$ cat src/rtl/mem_lsu_ctrl.sv
// mem_lsu_ctrl: MEM-stage load/store unit. Issues data-bus requests for the
// EX->MEM bundle, aligns/extends load data and emits the MEM->WB bundle.
// Ports:
//   clk, rst (sync, active-high)
//   in_*     : EX->MEM bundle, in_valid/in_ready handshake
//   dbus_*   : initiator side of the data bus (req/gnt, rvalid/rdata)
//   out_*    : registered MEM->WB bundle, out_valid is a 1-cycle pulse
// Optional macro LSU_TIMEOUT_EN: response timeout after TIMEOUT_CYCLES
// WAIT cycles, reported on out_bus_err (tied 0 when the macro is undefined).
module mem_lsu_ctrl #(
    parameter int ADDR_W         = 32,
    parameter int DATA_W         = 32,
    parameter int TIMEOUT_CYCLES = 255
) (
    input  logic              clk,
    input  logic              rst,
    input  logic              in_valid,
    output logic              in_ready,
    input  logic [31:0]       in_pc,
    input  logic [31:0]       in_inst,
    input  logic [DATA_W-1:0] in_ex_result,
    input  logic              in_rw_en,
    input  logic [4:0]        in_rw_addr,
    input  logic [DATA_W-1:0] in_lsu_data,
    input  logic [3:0]        in_lsu_op,
    output logic              dbus_req,
    output logic              dbus_we,
    output logic [ADDR_W-1:0] dbus_addr,
    output logic [3:0]        dbus_wstrb,
    output logic [DATA_W-1:0] dbus_wdata,
    input  logic              dbus_gnt,
    input  logic              dbus_rvalid,
    input  logic [DATA_W-1:0] dbus_rdata,
    output logic              out_valid,
    output logic [31:0]       out_pc,
    output logic [31:0]       out_inst,
    output logic              out_rw_en,
    output logic [4:0]        out_rw_addr,
    output logic [DATA_W-1:0] out_wdata,
    output logic              out_ale,
    output logic              out_bus_err
);

    localparam logic [3:0] OP_LD_B  = 4'd1;
    localparam logic [3:0] OP_LD_H  = 4'd2;
    localparam logic [3:0] OP_LD_W  = 4'd3;
    localparam logic [3:0] OP_LD_BU = 4'd4;
    localparam logic [3:0] OP_LD_HU = 4'd5;
    localparam logic [3:0] OP_ST_B  = 4'd6;
    localparam logic [3:0] OP_ST_H  = 4'd7;
    localparam logic [3:0] OP_ST_W  = 4'd8;

    typedef enum logic [1:0] {
        S_IDLE = 2'd0,
        S_REQ  = 2'd1,
        S_WAIT = 2'd2
    } state_t;

    state_t state_q, state_d;

    // Latched access context
    logic [31:0]       pc_q, pc_d;
    logic [31:0]       inst_q, inst_d;
    logic              rw_en_q, rw_en_d;
    logic [4:0]        rw_addr_q, rw_addr_d;
    logic [3:0]        op_q, op_d;
    logic [1:0]        off_q, off_d;
    logic              ld_q, ld_d;

    // Bus request registers
    logic              req_q, req_d;
    logic              we_q, we_d;
    logic [ADDR_W-1:0] addr_q, addr_d;
    logic [3:0]        strb_q, strb_d;
    logic [DATA_W-1:0] wdat_q, wdat_d;

    // MEM->WB registers
    logic              ov_q, ov_d;
    logic [31:0]       opc_q, opc_d;
    logic [31:0]       oinst_q, oinst_d;
    logic              orwen_q, orwen_d;
    logic [4:0]        orwa_q, orwa_d;
    logic [DATA_W-1:0] owd_q, owd_d;
    logic              oale_q, oale_d;

    // Incoming op decode
    logic              is_ld, is_st, is_half, is_word, mis;
    logic [1:0]        a_off;
    logic [3:0]        st_strb;
    logic [DATA_W-1:0] st_data;

    // Load alignment
    logic [DATA_W-1:0] rsh;
    logic [DATA_W-1:0] ld_data;

    logic              rsp_done;
    logic              tmo_done;

`ifdef LSU_TIMEOUT_EN
    localparam int TW = (TIMEOUT_CYCLES > 255) ?
                        $clog2(TIMEOUT_CYCLES + 1) : 8;
    logic [TW-1:0]     cnt_q, cnt_d;
    logic              berr_q, berr_d;
`else
    logic              unused_tmo;
    assign unused_tmo = (TIMEOUT_CYCLES != 0);
`endif

    assign a_off = in_ex_result[1:0];

    always_comb begin
        is_ld   = 1'b0;
        is_st   = 1'b0;
        is_half = 1'b0;
        is_word = 1'b0;
        unique case (in_lsu_op)
            OP_LD_B, OP_LD_BU: is_ld = 1'b1;
            OP_LD_H, OP_LD_HU: begin
                is_ld   = 1'b1;
                is_half = 1'b1;
            end
            OP_LD_W: begin
                is_ld   = 1'b1;
                is_word = 1'b1;
            end
            OP_ST_B: is_st = 1'b1;
            OP_ST_H: begin
                is_st   = 1'b1;
                is_half = 1'b1;
            end
            OP_ST_W: begin
                is_st   = 1'b1;
                is_word = 1'b1;
            end
            default: ;
        endcase
    end

    assign mis = (is_half & a_off[0]) | (is_word & (|a_off));

    // Store lanes: replicate the datum so any selected lane carries it
    always_comb begin
        st_strb = 4'b0001 << a_off;
        st_data = {4{in_lsu_data[7:0]}};
        if (is_half) begin
            st_strb = 4'b0011 << a_off;
            st_data = {2{in_lsu_data[15:0]}};
        end else if (is_word) begin
            st_strb = 4'hF;
            st_data = in_lsu_data;
        end
        if (!is_st) begin
            st_strb = 4'h0;
            st_data = '0;
        end
    end

    assign rsh = dbus_rdata >> {off_q, 3'b000};

    always_comb begin
        ld_data = rsh;
        unique case (op_q)
            OP_LD_B:  ld_data = {{24{rsh[7]}}, rsh[7:0]};
            OP_LD_BU: ld_data = {24'd0, rsh[7:0]};
            OP_LD_H:  ld_data = {{16{rsh[15]}}, rsh[15:0]};
            OP_LD_HU: ld_data = {16'd0, rsh[15:0]};
            default:  ld_data = rsh;
        endcase
    end

    always_comb begin
        state_d   = state_q;
        pc_d      = pc_q;
        inst_d    = inst_q;
        rw_en_d   = rw_en_q;
        rw_addr_d = rw_addr_q;
        op_d      = op_q;
        off_d     = off_q;
        ld_d      = ld_q;
        req_d     = req_q;
        we_d      = we_q;
        addr_d    = addr_q;
        strb_d    = strb_q;
        wdat_d    = wdat_q;
        ov_d      = 1'b0;
        opc_d     = opc_q;
        oinst_d   = oinst_q;
        orwen_d   = orwen_q;
        orwa_d    = orwa_q;
        owd_d     = owd_q;
        oale_d    = oale_q;
        rsp_done  = 1'b0;
        tmo_done  = 1'b0;
`ifdef LSU_TIMEOUT_EN
        cnt_d     = cnt_q;
        berr_d    = berr_q;
`endif

        unique case (state_q)
            S_IDLE: begin
                if (in_valid) begin
                    if (!(is_ld | is_st) || mis) begin
                        // Non-memory op or misaligned access: retire now
                        ov_d    = 1'b1;
                        opc_d   = in_pc;
                        oinst_d = in_inst;
                        orwen_d = in_rw_en & ~mis;
                        orwa_d  = in_rw_addr;
                        owd_d   = in_ex_result;
                        oale_d  = mis;
`ifdef LSU_TIMEOUT_EN
                        berr_d  = 1'b0;
`endif
                    end else begin
                        pc_d      = in_pc;
                        inst_d    = in_inst;
                        rw_en_d   = in_rw_en;
                        rw_addr_d = in_rw_addr;
                        op_d      = in_lsu_op;
                        off_d     = a_off;
                        ld_d      = is_ld;
                        req_d     = 1'b1;
                        we_d      = is_st;
                        addr_d    = {in_ex_result[ADDR_W-1:2], 2'b00};
                        strb_d    = st_strb;
                        wdat_d    = st_data;
                        state_d   = S_REQ;
                    end
                end
            end
            S_REQ: begin
                if (dbus_gnt) begin
                    req_d = 1'b0;
                    if (dbus_rvalid) begin
                        rsp_done = 1'b1;
                    end else begin
                        state_d = S_WAIT;
`ifdef LSU_TIMEOUT_EN
                        cnt_d   = '0;
`endif
                    end
                end
            end
            S_WAIT: begin
                if (dbus_rvalid) begin
                    rsp_done = 1'b1;
                end else begin
`ifdef LSU_TIMEOUT_EN
                    if (cnt_q == TW'(TIMEOUT_CYCLES - 1)) begin
                        tmo_done = 1'b1;
                    end else begin
                        cnt_d = cnt_q + TW'(1);
                    end
`endif
                end
            end
            default: state_d = S_IDLE;
        endcase

        if (rsp_done || tmo_done) begin
            state_d = S_IDLE;
            ov_d    = 1'b1;
            opc_d   = pc_q;
            oinst_d = inst_q;
            orwa_d  = rw_addr_q;
            oale_d  = 1'b0;
            orwen_d = ld_q & rw_en_q & ~tmo_done;
            owd_d   = (ld_q && !tmo_done) ? ld_data : '0;
`ifdef LSU_TIMEOUT_EN
            berr_d  = tmo_done;
`endif
        end
    end

    always_ff @(posedge clk) begin
        if (rst) begin
            state_q   <= S_IDLE;
            pc_q      <= '0;
            inst_q    <= '0;
            rw_en_q   <= 1'b0;
            rw_addr_q <= '0;
            op_q      <= '0;
            off_q     <= '0;
            ld_q      <= 1'b0;
            req_q     <= 1'b0;
            we_q      <= 1'b0;
            addr_q    <= '0;
            strb_q    <= '0;
            wdat_q    <= '0;
            ov_q      <= 1'b0;
            opc_q     <= '0;
            oinst_q   <= '0;
            orwen_q   <= 1'b0;
            orwa_q    <= '0;
            owd_q     <= '0;
            oale_q    <= 1'b0;
`ifdef LSU_TIMEOUT_EN
            cnt_q     <= '0;
            berr_q    <= 1'b0;
`endif
        end else begin
            state_q   <= state_d;
            pc_q      <= pc_d;
            inst_q    <= inst_d;
            rw_en_q   <= rw_en_d;
            rw_addr_q <= rw_addr_d;
            op_q      <= op_d;
            off_q     <= off_d;
            ld_q      <= ld_d;
            req_q     <= req_d;
            we_q      <= we_d;
            addr_q    <= addr_d;
            strb_q    <= strb_d;
            wdat_q    <= wdat_d;
            ov_q      <= ov_d;
            opc_q     <= opc_d;
            oinst_q   <= oinst_d;
            orwen_q   <= orwen_d;
            orwa_q    <= orwa_d;
            owd_q     <= owd_d;
            oale_q    <= oale_d;
`ifdef LSU_TIMEOUT_EN
            cnt_q     <= cnt_d;
            berr_q    <= berr_d;
`endif
        end
    end

    // Request and ready are masked by reset so an access is abandoned at once
    assign in_ready    = (state_q == S_IDLE) & ~rst;
    assign dbus_req    = req_q & ~rst;
    assign dbus_we     = we_q;
    assign dbus_addr   = addr_q;
    assign dbus_wstrb  = strb_q;
    assign dbus_wdata  = wdat_q;
    assign out_valid   = ov_q;
    assign out_pc      = opc_q;
    assign out_inst    = oinst_q;
    assign out_rw_en   = orwen_q;
    assign out_rw_addr = orwa_q;
    assign out_wdata   = owd_q;
    assign out_ale     = oale_q;
`ifdef LSU_TIMEOUT_EN
    assign out_bus_err = berr_q;
`else
    assign out_bus_err = 1'b0;
`endif

endmodule

$ cat config.mk
export PLATFORM = sky130hd
export DESIGN_NAME = mem_lsu_ctrl
export DESIGN_NICKNAME = d
export VERILOG_FILES = /design/src/rtl/mem_lsu_ctrl.sv
export SDC_FILE = /design/constraint.sdc
export NUM_CORES = 1
export LEC_CHECK = 0
export ABC_AREA = 1
export BUFFER_PORTS_ARGS = -buffer_cell sky130_fd_sc_hd__buf_2
export CAP_MARGIN = 5
export CORE_MARGIN = 2
export CORE_UTILIZATION = 42
export CTS_CLUSTER_SIZE = 40
export DETAILED_ROUTE_END_ITERATION = 6
export PLACE_DENSITY = 0.76
export SLEW_MARGIN = 10
export SYNTH_ARGS = -nofsm -noshare
export SYNTH_HDL_FRONTEND = slang
export SYNTH_SLANG_ARGS = --single-unit
$ cat constraint.sdc
create_clock -name clk -period 2.5 [get_ports clk]
set_input_delay 0.25 -clock clk [delete_from_list [all_inputs] [get_ports clk]]
set_output_delay 0.25 -clock clk [all_outputs]
set_load 0.01 [all_outputs]
### Word-level counts from Yosys, hierarchy flattened

Index checks and enable logic that the tools add are counted.
Widths: inputs -> output; s select.

* flip-flop bits (word level): 251
* bits of input ports: 175
* output and inout bits: 176
* logic and storage cells: 119

* equality and inequality tests: 18
* shifts and indexed selects: 3
* multiplexer cells: 48
* bitwise operators: 12
* reductions and logical operators: 18

Operators with widths (number)
* $mux 32: 16
* $pmux 32 s4: 1
* $shr 32x5->32: 1
* $eq 4x3->1 const B: 6
* $mux 5: 4
* $mux 1: 17
* $eq 4x2->1 const B: 3
* $mux 4: 3
* $reduce_and 3->1: 3
* $eq 4x1->1 const B: 2
* $mux 2: 4
* $ne 2x2->1 const B: 4
* $reduce_bool 2->1: 4
* $and 1x1->1: 6
* $pmux 2 s3: 1
* $reduce_or 2->1: 3
* $reduce_or 3->1: 2
* $reduce_and 5->1: 1
* $reduce_or 5->1: 1
* $eq 4x4->1 const B: 1
* $not 1->1: 4
* $pmux 1 s2: 2
* $reduce_and 4->1: 1
* $shl 1x2->4 const A: 1
* other kinds (7): 8

### Longest topological paths before layout

Gate-level depths: netlist of run 1.

* word-level depth: 11
* depth in mapped cells: 14
* depth with buffers taken out: 12

### Worst setup path before layout of run 1

No wires, ideal clock.

* path type: reg-to-reg
* from: register state_q[0]
* to: register owd_q[11] (netlist: out_wdata[11])
* setup time: 0.113 ns
* arrival time: 1.809 ns
* data required time: 2.387 ns
* slack: 0.578 ns
* stages on the path, launching flop included: 12
* buffers on the path: 3
* clock period less this slack: 1.922 ns
* cell sequence: dfxtp_1 -> inv_1 -> ha_1 -> nand2_1 -> inv_1 -> nand2_1 -> buf_2 -> buf_1 -> buf_1 -> nand3_1 -> nand2_1 -> nor2_1

* word-level cells in the longest chain between the ends: 4
* elaborated cells between the ends (all ways): 9
* classes of those cells: eq/ne: 2; mux: 2; reduce/logical: 5

Ends and longest elaborated chain
* start: declaration: line 59 `state_t state_q, state_d;`
* start signal: assignment: line 302 `state_q <= state_d;`
* $eq 2x2->1 / $eq 2x1->1 (equally long branches): line 199 `unique case (state_q)`
* $pmux 1 s2: line 199
* $reduce_bool 2->1 (no source line)
* $reduce_and 3->1 (no source line)
* end signal: assignment: line 320 `owd_q <= owd_d;`
* end: declaration: line 83 `logic [DATA_W-1:0] owd_q, owd_d;`

Several ways; a longest one is shown, not always the timed one.
A chain may end at the register's enable or synchronous reset.

### Final worst setup path of run 1

* from: register state_q[1]
* to: register opc_q[8] (netlist: out_pc[8])

* word-level cells in the longest chain between the ends: 4
* elaborated cells between the ends (all ways): 9
* classes of those cells: eq/ne: 2; mux: 2; reduce/logical: 5

Ends and longest elaborated chain
* $eq 2x2->1 / $eq 2x1->1 (equally long branches): line 199
* $pmux 1 s2: line 199
* $reduce_bool 2->1 (no source line)
* $reduce_and 3->1 (no source line)
* end signal: assignment: line 316 `opc_q <= opc_d;`
* end: declaration: line 79 `logic [31:0] opc_q, opc_d;`

Several ways; a longest one is shown, not always the timed one.

==> results of run 1 <==
[worst min-delay path by stage]
| stage | from | to | slack, ps | cells past startpoint |
|---|---|---|---|---|
| finish | in_ex_result[12] | dbus_addr[12] | 20 | 3 |
| global route | in_pc[30] | pc_q[30] | 20 | 3 |
| CTS | in_ex_result[12] | dbus_addr[12] | 10 | 3 |
| detailed placement | dbus_wdata[6] | dbus_wdata[6] | 450 | 2 |
| global placement | dbus_wdata[2] | dbus_wdata[2] | 450 | 2 |
| floorplan | in_ex_result[30] | dbus_addr[30] | 400 | 2 |
[metal layers]
layer	vias to the layer above	GRT usage	part of all wire
li1	7092	-	-
met1	6400	0.3145	0.44
met2	535	0.4149	0.46
met3	74	0.03899	0.068
met4	0	0.08572	0.028
met5	-	0	0
[cell usage after synthesis]
| cell type | instances |
|---|---|
| buf_4 | 13 |
| nand2_2 | 3 |
| o22ai_1 | 1 |
| a21boi_0 | 5 |
| nor2_1 | 452 |
| buf_1 | 14 |
| a21oi_1 | 69 |
| buf_6 | 9 |
| o21ai_0 | 92 |
| a211oi_1 | 1 |
| dfxtp_1 | 251 |
| buf_2 | 36 |
| conb_1 | 1 |
| nand4_1 | 90 |
| nand4_2 | 2 |
| nand3_1 | 104 |
| nand3_4 | 2 |
| nand3_2 | 3 |
| clkbuf_1 | 72 |
| nor2_4 | 3 |
| o211ai_1 | 1 |
| nand2_1 | 597 |
| o21ai_1 | 34 |
| nand2_4 | 2 |
| inv_1 | 168 |
| ha_1 | 7 |
| inv_2 | 3 |
[report_power, final]
part	total [µW]	switching [µW]	internal, µW	leakage (µW)
clock	4140	1670	2470	0.000461
sequential	4600	203	4390	0.00206
combinational	2600	1600	998	0.00605
total	11300	3480	7860	0.00857
[cell usage in the layout (no fill, tap or decap), types with 2 or more instances in the layout]
| cell type | count |
|---|---|
| diode_2 | 4 |
| buf_2 | 347 |
| clkbuf_1 | 5 |
| clkbuf_8 | 9 |
| nand3_1 | 104 |
| nand2_1 | 594 |
| ha_1 | 7 |
| buf_4 | 24 |
| a21boi_0 | 5 |
| nor2_1 | 452 |
| a21oi_1 | 69 |
| bufinv_16 | 2 |
| clkbuf_16 | 27 |
| clkinv_2 | 5 |
| nand3_4 | 3 |
| o21ai_0 | 92 |
| nand4_1 | 90 |
| nand2_2 | 3 |
| dlygate4sd3_1 | 96 |
| buf_12 | 12 |
| inv_2 | 3 |
| dfxtp_1 | 251 |
| nor2_4 | 3 |
| conb_1 | 3 |
| o21ai_1 | 34 |
| nand2_4 | 5 |
| inv_1 | 167 |
| nand3_2 | 2 |
[cell type report]
| cell class | count | area (µm²) | area share |
|---|---|---|---|
| Multi-Input combinational cell | 1471 | 6359 | 0.3836 |
| Sequential cell | 251 | 5025 | 0.3031 |
| Timing Repair Buffer | 479 | 3118 | 0.1881 |
| Clock buffer | 41 | 818.3 | 0.04936 |
| Inverter | 171 | 646.9 | 0.03902 |
| Tap cell | 390 | 488.0 | 0.02944 |
| Clock inverter | 9 | 112.6 | 0.006793 |
| Antenna cell | 4 | 10.01 | 0.0006038 |
[logic make-up (layout without fill, tap and decap cells)]
family | count (synthesis) | after routing
adders and majority gates | 7 | 7
other | 1 | 7
buffers and inverters | 315 | 700
and+or+nand+nor | 1258 | 1258
DFF | 251 | 251
AOI/OAI and AO/OA | 203 | 203
[repair_timing]
| item | 4_1_cts | 5_1_grt |
|---|---|---|
| gates resized for setup | 0 | 1 |
| buffers inserted | 0 | 0 |
| hold buffers | 96 | 0 |
| setup endpoints to repair | 0 | 8 |
| hold endpoints to repair | 96 | 0 |
[per-stage QoR]
step	hold WS, ps	cells	total power, µW	cell area (µm²)
3_5_place_dp	453.2	2666	7131	14670
5_1_grt	18.53	2816	11940	16580
2_1_floorplan	395.6	2037	6266	12690
4_1_cts	9.792	2812	11410	16560
6_report	23.98	2816	11340	16580
3_3_place_gp	449.9	2666	7059	14670
[sequential cells by signal, summed over array words and instances, names as in the netlist]
register,cells
op_q,4
out_ale,1
out_rw_en,1
out_rw_addr,5
out_valid,1
dbus_we,1
out_wdata,32
off_q,2
rw_addr_q,5
dbus_wstrb,4
out_inst,32
pc_q,32
ld_q,1
state_q,2
out_pc,32
rw_en_q,1
req_q,1
inst_q,32
dbus_addr,30
dbus_wdata,32
[worst max-delay path: stages (launching register included)]
cell and delay (ps):
dfxtp_1 350, inv_1 80, ha_1 230, nand2_1 80
nand2_1 100, nand2_4 160, buf_12 280, nand2_2 320
buf_12 280, nor2_1 120, nor2_1 60
==> results.sh, run 1 <==
export IMPL_outcome="finished, final reports clean"
export IMPL_die_y_um=177.8
export IMPL_yosys_area_top_type="dfxtp_1"
export IMPL_tns_ps=0
export IMPL_routed_wl_mm=40.22
export IMPL_hold_viol_final=0
export IMPL_initial_core_util=0.4267
export IMPL_cap_violations=0
export IMPL_cp_end_kind="flip-flop"
export IMPL_ys_seq_area_frac=0.3963
export IMPL_cp_arrival_ps=2660
export IMPL_peakVddDrop_uv=515.0
export IMPL_area_delta_synth_final_pct=30.72
export IMPL_grt_max_degree=84
export IMPL_final_util=0.5578
export IMPL_nFillCells=2826
export IMPL_syn_cell_area_um2=12680
export IMPL_clock_root_buffer="clkbuf_16"
export IMPL_dr_pass1_iters=7
export IMPL_cts_buffers=27
export IMPL_core_area_um2=29720
export IMPL_grt_overflow_total=0
export IMPL_vias_per_cell=5.007
export IMPL_grt_pass1_vias=12975
export IMPL_h_tree_depth=1
export IMPL_cts_clk_slew_worst_paths_ps=70
export IMPL_vias=14101
export IMPL_crit_required_ps=2940
export IMPL_fmax_ghz=0.4502
export IMPL_reg2reg_depth=10
export IMPL_reg2reg_to="out_pc[8]"
export IMPL_grt_pass1_wl_mm=63.62
export IMPL_cts_sinks=251
export IMPL_synthCells=2035
export IMPL_max_slew_margin=0.5597
export IMPL_place_congestion=0.8703
export IMPL_fin_ws_ps=278.9
export IMPL_finalSetupViolations=0
export IMPL_reg2reg_setup_slack_ps=280
export IMPL_tightest_slew_ps=658.0
export IMPL_critPathKind="flip-flop to flip-flop"
export IMPL_worst_r2r_startpoint="state_q[1]"
export IMPL_critPathLaunchType="flip-flop"
export IMPL_timing_critical_path_to="out_pc[8]"
export IMPL_synth_compound_area_share=0.08160
export IMPL_final_nets=2583
export IMPL_drc=0
export IMPL_syn_mean_instance_area_um2=6.231
export IMPL_min_period_over_period=0.8885
export IMPL_ys_ff_latch=251
export IMPL_synth_fa_ha_area_frac=0.006907
export IMPL_synth_cell_types=27
export IMPL_hold_path_class="primary input to flip-flop"
export IMPL_dp_hpwl_mm=26.63
export IMPL_synth_top_family_by_area="simple AND/OR/NAND/NOR gates"
export IMPL_fin_worst_skew_ps=18.33
export IMPL_wl_per_cell_um=14.28
export IMPL_drive_gt1_frac=0.1858
export IMPL_synthMuxAreaShare=0
export IMPL_power_density_nw_per_um2=683.8
export IMPL_num_rows=63
export IMPL_drt_iter0_drc=1121
export IMPL_grt_total_usage=0.2448
export IMPL_p_leak_uw=0.008570
export IMPL_clkLatencyLatePin_ps=560
export IMPL_cts_buffer_depth=3
export IMPL_path_max_fanout=73
export IMPL_synth_xor_area_share=0
export IMPL_maxSlewViolCount=0
export IMPL_design_die_area_um2=31600
export IMPL_synthSimpleGateAreaFrac=0.4090
export IMPL_fin_crit_ps=2221
export IMPL_synthTopCellsByArea="dfxtp_1 40%, nand2_1 18%, nor2_1 13%"
export IMPL_detail_route_antenna_nets=0
export IMPL_io_pins=351
export IMPL_yosysWarnings=0
export IMPL_die_w_um=177.8
export IMPL_antenna_found_initial=4
export IMPL_cts_tree="yes"
export IMPL_port_buffers=347
export IMPL_netlist_area_leader_share=0.3963
export IMPL_place_worst_setup_slack_ps=220.2
export IMPL_startpoint="state_q[1]"
export IMPL_rsz0062_at_grt="false"
(Power assumes the default switching activity.)
==> inputs of run 2 (changes only) <==
CORE_UTILIZATION = 50   (was 42)
PLACE_DENSITY = 0.87   (was 0.76)
==> run 2 against run 1 <==
Compared with the run above: the run now ends with negative hold slack left; via count rose by 2.8%; worst setup slack improved by 20 ps; maximum frequency increased by 0.92%; global-route usage is 5.5 points higher; wire length up 3.3%; clock power about the same; combinational power about the same; die area fell by 16%; largest power group unchanged; highest routed layer unchanged.
==> results.sh, run 2 (same netlist as run 1, synthesis figures left out) <==
export IMPL_outcome="finished, violations left"
export IMPL_violations="negative hold slack"
export IMPL_port_buffers=347
export IMPL_hold_ws_ps=-4.192
export IMPL_grt_total_usage=0.2997
export IMPL_fin_worst_skew_ps=17.99
export IMPL_grt_util_met2=0.5046
export IMPL_grt_use_met1=0.3705
export IMPL_maxSlewViolCount=0
export IMPL_max_stage_delay_ps=540
export IMPL_grt_pass1_wl_mm=66.01
export IMPL_tightest_slew_ps=763.1
export IMPL_die_w_um=163.3
export IMPL_pwr_share_clk=0.365
export IMPL_final_util=0.6506
export IMPL_cp_arrival_ps=2680
export IMPL_area_delta_synth_final_pct=28.45
export IMPL_clock_root_buffer="clkbuf_16"
export IMPL_worst_path_most_repeated_cell="nand3_1"
export IMPL_cts_clk_slew_worst_paths_ps=60
export IMPL_slowest_stage="nand3_1"
export IMPL_clkLatencyLatePin_ps=560
export IMPL_dp_hpwl_mm=26.49
export IMPL_worstPathCellList="inv_1 -> nand2_1 -> nand3_1 -> nand3_2 -> nand3_1 -> nand3_1 -> nand2_1 -> nor2_1 -> nor2_1"
export IMPL_antenna_found_initial=2
export IMPL_detail_route_antenna_nets=0
export IMPL_grt_max_degree=83
export IMPL_met3_usage=0.05587
export IMPL_cts_sinks=251
export IMPL_grt_pass1_vias=13651
export IMPL_cp_depth=9
export IMPL_drive_gt1_frac=0.1852
export IMPL_peakVddDrop_uv=500.2
export IMPL_dr_pass1_iters=5
export IMPL_power_density_nw_per_um2=698.5
export IMPL_cap_violations=0
export IMPL_fmax_ghz=0.4544
export IMPL_top_usage_layer="met2"
export IMPL_final_nets=2563
export IMPL_cp_top_family="simple AND/OR/NAND/NOR gates"
export IMPL_cp_end_kind="flip-flop"
export IMPL_design_die_area_um2=26650
export IMPL_p_int_uw=7826
export IMPL_dp_cells=2602
export IMPL_cts_buffers=28
export IMPL_routed_wl_mm=41.55
export IMPL_num_rows=58
export IMPL_seqPwrFrac=0.405
export IMPL_final_cells=2730
export IMPL_p_switching_uw=3552
export IMPL_rsz0062_at_grt="false"
export IMPL_reg2reg_depth=9
export IMPL_p_leak_uw=0.008473
export IMPL_path_max_fanout=16
export IMPL_fin_ws_ps=299.2
export IMPL_swShare=0.3122
export IMPL_cts_tree="yes"
export IMPL_hold_viol_final=1
export IMPL_timing_critical_path_buf_inv=1
export IMPL_min_path_cells=3
export IMPL_combPwrFrac=0.230
export IMPL_vias_per_cell=5.312
export IMPL_drc=0
export IMPL_die_y_um=163.3
export IMPL_core_area_um2=25040
export IMPL_initial_core_util=0.5065
export IMPL_critPathLaunchType="flip-flop"
export IMPL_critPathKind="flip-flop to flip-flop"
export IMPL_h_tree_depth=1
export IMPL_hold_path_class="primary input to flip-flop"
export IMPL_fin_crit_ps=2201
export IMPL_grt_overflow_total=0
export IMPL_layout_commonest_cell="nand2_1"
export IMPL_wl_per_cell_um=15.22
export IMPL_min_period_over_period=0.8803
export IMPL_vias=14501
export IMPL_final_cell_mix="594 x nand2_1, 452 x nor2_1, 347 x buf_2, 251 x dfxtp_1, 167 x inv_1"
export IMPL_cts_buffer_depth=3
export IMPL_io_pins=351
export IMPL_crit_required_ps=2980
export IMPL_place_worst_setup_slack_ps=-59.50
export IMPL_max_slew_margin=0.4901
export IMPL_total_power_uw=11380
export IMPL_place_congestion=0.9627
export IMPL_drt_iter0_drc=1393
export IMPL_finalSetupViolations=0
-- run 2: changes by cell type in the layout (fill, tap and decap cells not counted), moves of 2 or more --
cell	before	now
dlygate4sd3_1	96	79
buf_4	24	20
clkbuf_8	9	7
clkinv_2	5	3
diode_2	4	2
-- run 2: power by group through the flow --
stage	clock, µW	sequential [µW]	combinational, µW
after CTS	4190	4590	2560
final	4160	4610	2620
after global placement	0	4660	2380
after floorplan	0	4780	1490
after global routing	4350	4640	2910
after detailed placement	0	4680	2450
-- run 2: repair_timing --
action                                  CTS  global route
setup buffers                             0             0
endpoints found under the setup margin    0            10
hold buffers                             79             0
resized for setup                         0             1
endpoints found under the hold margin    79             0
-- run 2: cell type report --
| cell class | count | area [µm²] |
|---|---|---|
| flip-flops and latches | 251 | 5025 |
| diodes | 2 | 5.005 |
| multi-input cells | 1471 | 6359 |
| clock inverters | 8 | 110.1 |
| well taps | 330 | 412.9 |
| clock buffers | 39 | 812.0 |
| inverters | 171 | 646.9 |
| fillers | 2141 | 8748 |
| repair buffers | 458 | 2918 |
-- run 2: routing by layer --
metal	routed length (µm)	share of wire
met1	17010	0.41
met5	0	0
met2	19310	0.46
met3	3480	0.084
met4	1751	0.042
-- run 2: path summary, 6_finish.rpt --
path,end,slack [ps],from
min reg2reg,dbus_wstrb[3],460,dbus_wstrb[3]
max reg2reg,out_wdata[31],300,off_q[0]
min,pc_q[8],-4,in_pc[8]
max,out_wdata[31],300,off_q[0]
-- run 2: worst register-to-register path, delay by kind of cell (launching register included) --
family | cells | cell delay, ps
flops | 1 | 310
buf+inv | 1 | 310
simple gates | 8 | 1510
-- run 2: metrics by stage --
stage	area, µm²	setup TNS [ps]
6_report	16290	0
5_1_grt	16290	0
2_1_floorplan	12690	0
4_1_cts	16280	0
3_5_place_dp	14560	-540.4
3_3_place_gp	14560	0
==> inputs of run 3 (changes only) <==
ABC_AREA = not set   (was 1)
PLACE_DENSITY = 0.88   (was 0.87)
==> run 3 against run 2 <==
Compared with the run above: the flow finishes with violations (design-rule violations); die area decreased by 9.7%; wire length decreased by 4.2%; non-clock buffer count increased by 25; final cell count decreased by 26%; count of clock-buffer cells in the layout unchanged; first-iteration DRC count increased by 6.5%; combinational power decreased by 22%; sequential power decreased by 3%; utilization increased by 3.0 points; largest cell class unchanged; largest power group unchanged.
==> results.sh, run 3 <==
export IMPL_grt_overflow_total=0
export IMPL_synth_cell_types=58
export IMPL_vias_per_cell=6.260
export IMPL_synth_fa_ha_area_frac=0.007665
export IMPL_drt_iter0_drc=1483
export IMPL_ys_ff_latch=251
export IMPL_vias=12715
export IMPL_violations="design-rule violations"
export IMPL_tns_ps=0
export IMPL_layout_commonest_cell="buf_2"
export IMPL_fin_ws_ps=170.2
export IMPL_netlist_area_leader_share=0.4397
export IMPL_hold_viol_final=0
export IMPL_drive_gt1_frac=0.2616
export IMPL_synth_top_family_by_area="compound AO/OA/AOI/OAI gates"
export IMPL_p_leak_uw=0.006356
export IMPL_min_from="in_pc[18]"
export IMPL_async_flop_share=0
export IMPL_cts_buffers=26
export IMPL_antenna_found_initial=2
export IMPL_critPathLaunchType="flip-flop"
export IMPL_grt_pass1_vias=11946
export IMPL_wl_per_cell_um=19.60
export IMPL_final_cell_mix="346 x buf_2, 251 x dfxtp_1, 165 x nand2_1, 138 x o21ai_0, 138 x a21oi_1"
export IMPL_critPathKind="flip-flop to flip-flop"
export IMPL_max_slew_margin=0.2337
export IMPL_synth_edf_count=0
export IMPL_final_util=0.6803
export IMPL_cts_sinks=251
export IMPL_yosysWarnings=0
export IMPL_finalSetupViolations=0
export IMPL_fmax_ghz=0.4292
export IMPL_final_nets=1907
export IMPL_synthCells=1367
export IMPL_clock_root_buffer="clkbuf_16"
export IMPL_fin_worst_skew_ps=10.32
export IMPL_crit_required_ps=2920
export IMPL_grt_total_usage=0.3080
export IMPL_hold_path_class="primary input to flip-flop"
export IMPL_min_period_over_period=0.9319
export IMPL_place_worst_setup_slack_ps=103.8
export IMPL_dp_hpwl_mm=23.46
export IMPL_die_w_um=155.2
export IMPL_clkLatencyLatePin_ps=530
export IMPL_path_max_fanout=34
export IMPL_syn_cell_area_um2=11430
export IMPL_reg2reg_setup_slack_ps=170
export IMPL_cts_clk_slew_worst_paths_ps=60
export IMPL_place_congestion=0.9442
export IMPL_initial_core_util=0.5078
export IMPL_die_y_um=155.2
export IMPL_synth_compound_area_share=0.2816
export IMPL_outcome="finished, violations left"
export IMPL_io_pins=351
export IMPL_reg2reg_depth=6
export IMPL_core_area_um2=22500
export IMPL_synth_xor_area_share=0.0007665
export IMPL_area_delta_synth_final_pct=33.96
export IMPL_maxSlewViolCount=0
export IMPL_drc=5
export IMPL_synth_most_common_cell="dfxtp_1"
export IMPL_cp_arrival_ps=2750
export IMPL_routed_wl_mm=39.80
export IMPL_syn_mean_instance_area_um2=8.359
export IMPL_cts_buffer_depth=3
export IMPL_synthFlopType="dfxtp_1"
export IMPL_cts_tree="yes"
export IMPL_cts_repair_resized=0
export IMPL_synthSimpleGateAreaFrac=0.1752
export IMPL_grt_pass1_wl_mm=61.22
export IMPL_synthMuxAreaShare=0.03000
export IMPL_h_tree_depth=1
export IMPL_power_density_nw_per_um2=711.3
export IMPL_placed_area_um2=13270
export IMPL_rsz0062_at_grt="false"
export IMPL_detail_route_antenna_nets=0
export IMPL_min_path_cells=3
export IMPL_worstHoldEndpoint="out_pc[18]"
export IMPL_cap_violations=0
export IMPL_design_die_area_um2=24080
export IMPL_reg2reg_to="out_wdata[27]"
export IMPL_grt_max_degree=130
export IMPL_port_buffers=347
export IMPL_synth_commonest_cells="251 x dfxtp_1, 166 x nand2_1, 138 x a21oi_1, 138 x o21ai_0, 124 x nand3_1"
export IMPL_dr_pass1_iters=7
export IMPL_ys_seq_area_frac=0.4397
export IMPL_tightest_slew_ps=1140
export IMPL_fin_crit_ps=2330
export IMPL_worst_r2r_startpoint="off_q[1]"
export IMPL_final_area_um2=15310
export IMPL_peakVddDrop_uv=409.9
export IMPL_num_rows=55
export IMPL_synthTopCellsByArea="dfxtp_1 44%, a21oi_1 6.0%, o21ai_0 6.0%"
export IMPL_cp_end_kind="flip-flop"
export IMPL_yosys_area_top_type="dfxtp_1"
run 3: cell families after synthesis:
kind of cell / Yosys count
adder cells (fa/ha/maj): 7
buffers and inverters: 166
multiplexers: 33
AND/OR/NAND/NOR: 432
AO/OA/AOI/OAI: 476
XOR/XNOR: 1
other: 1
flip-flops: 251
run 3: cell type report:
type	instances	area, µm²
Antenna cell	3	7.507
Timing Repair Buffer	483	3192
Multi-Input combinational cell	952	5717
Fill cell	1647	7194
Clock inverter	7	188.9
Sequential cell	251	5025
Tap cell	285	356.6
Clock buffer	39	780.7
Inverter	11	41.29
run 3: worst max-delay path, cell delays in order (launching register included):
cell and delay, ps:
dfxtp_1 350, buf_4 350, mux2i_1 150, o21a_1 220, o211ai_2 540, nand3_1 260, a211oi_1 340
run 3: metrics by stage:
stage	power, µW	std cells	hold slack [ps]
after floorplan	5639	1369	375.5
after global placement	6330	1876	440.5
after detailed placement	6378	1876	446.1
after CTS	10840	2027	0.7589
after global routing	11250	2030	0.5113
final	10890	2031	11.80
run 3: where the power goes:
part           total, µW  switching [µW]  internal [µW]
sequential          4460             166           4290
combinational       2050            1230            822
clock               4380            1620           2760
run 3: how the worst max path moves through the flow:
stage / end / cells after the start / start
finish: out_wdata[27] / 6 / off_q[1]
global route: out_inst[14] / 8 / state_q[1]
CTS: out_wdata[1] / 8 / state_q[1]
detailed placement: dbus_wstrb[2] / 8 / in_ex_result[1]
global placement: dbus_wstrb[2] / 8 / in_ex_result[1]
floorplan: out_wdata[16] / 10 / state_q[1]
run 3: repair_timing:
item,in CTS,in global routing
endpoints found under the hold margin,128,1
hold buffers,105,1
setup buffers,0,0
run 3: routing by layer:
metal	vias to the layer above	wire (µm)	global-route usage	share of wire
met1	5919	14940	0.3752	0.38
met3	188	3845	0.06462	0.097
met4	0	2029	0.1477	0.051
met5	-	0	0	0
li1	5747	-	-	-
met2	861	18980	0.5211	0.48
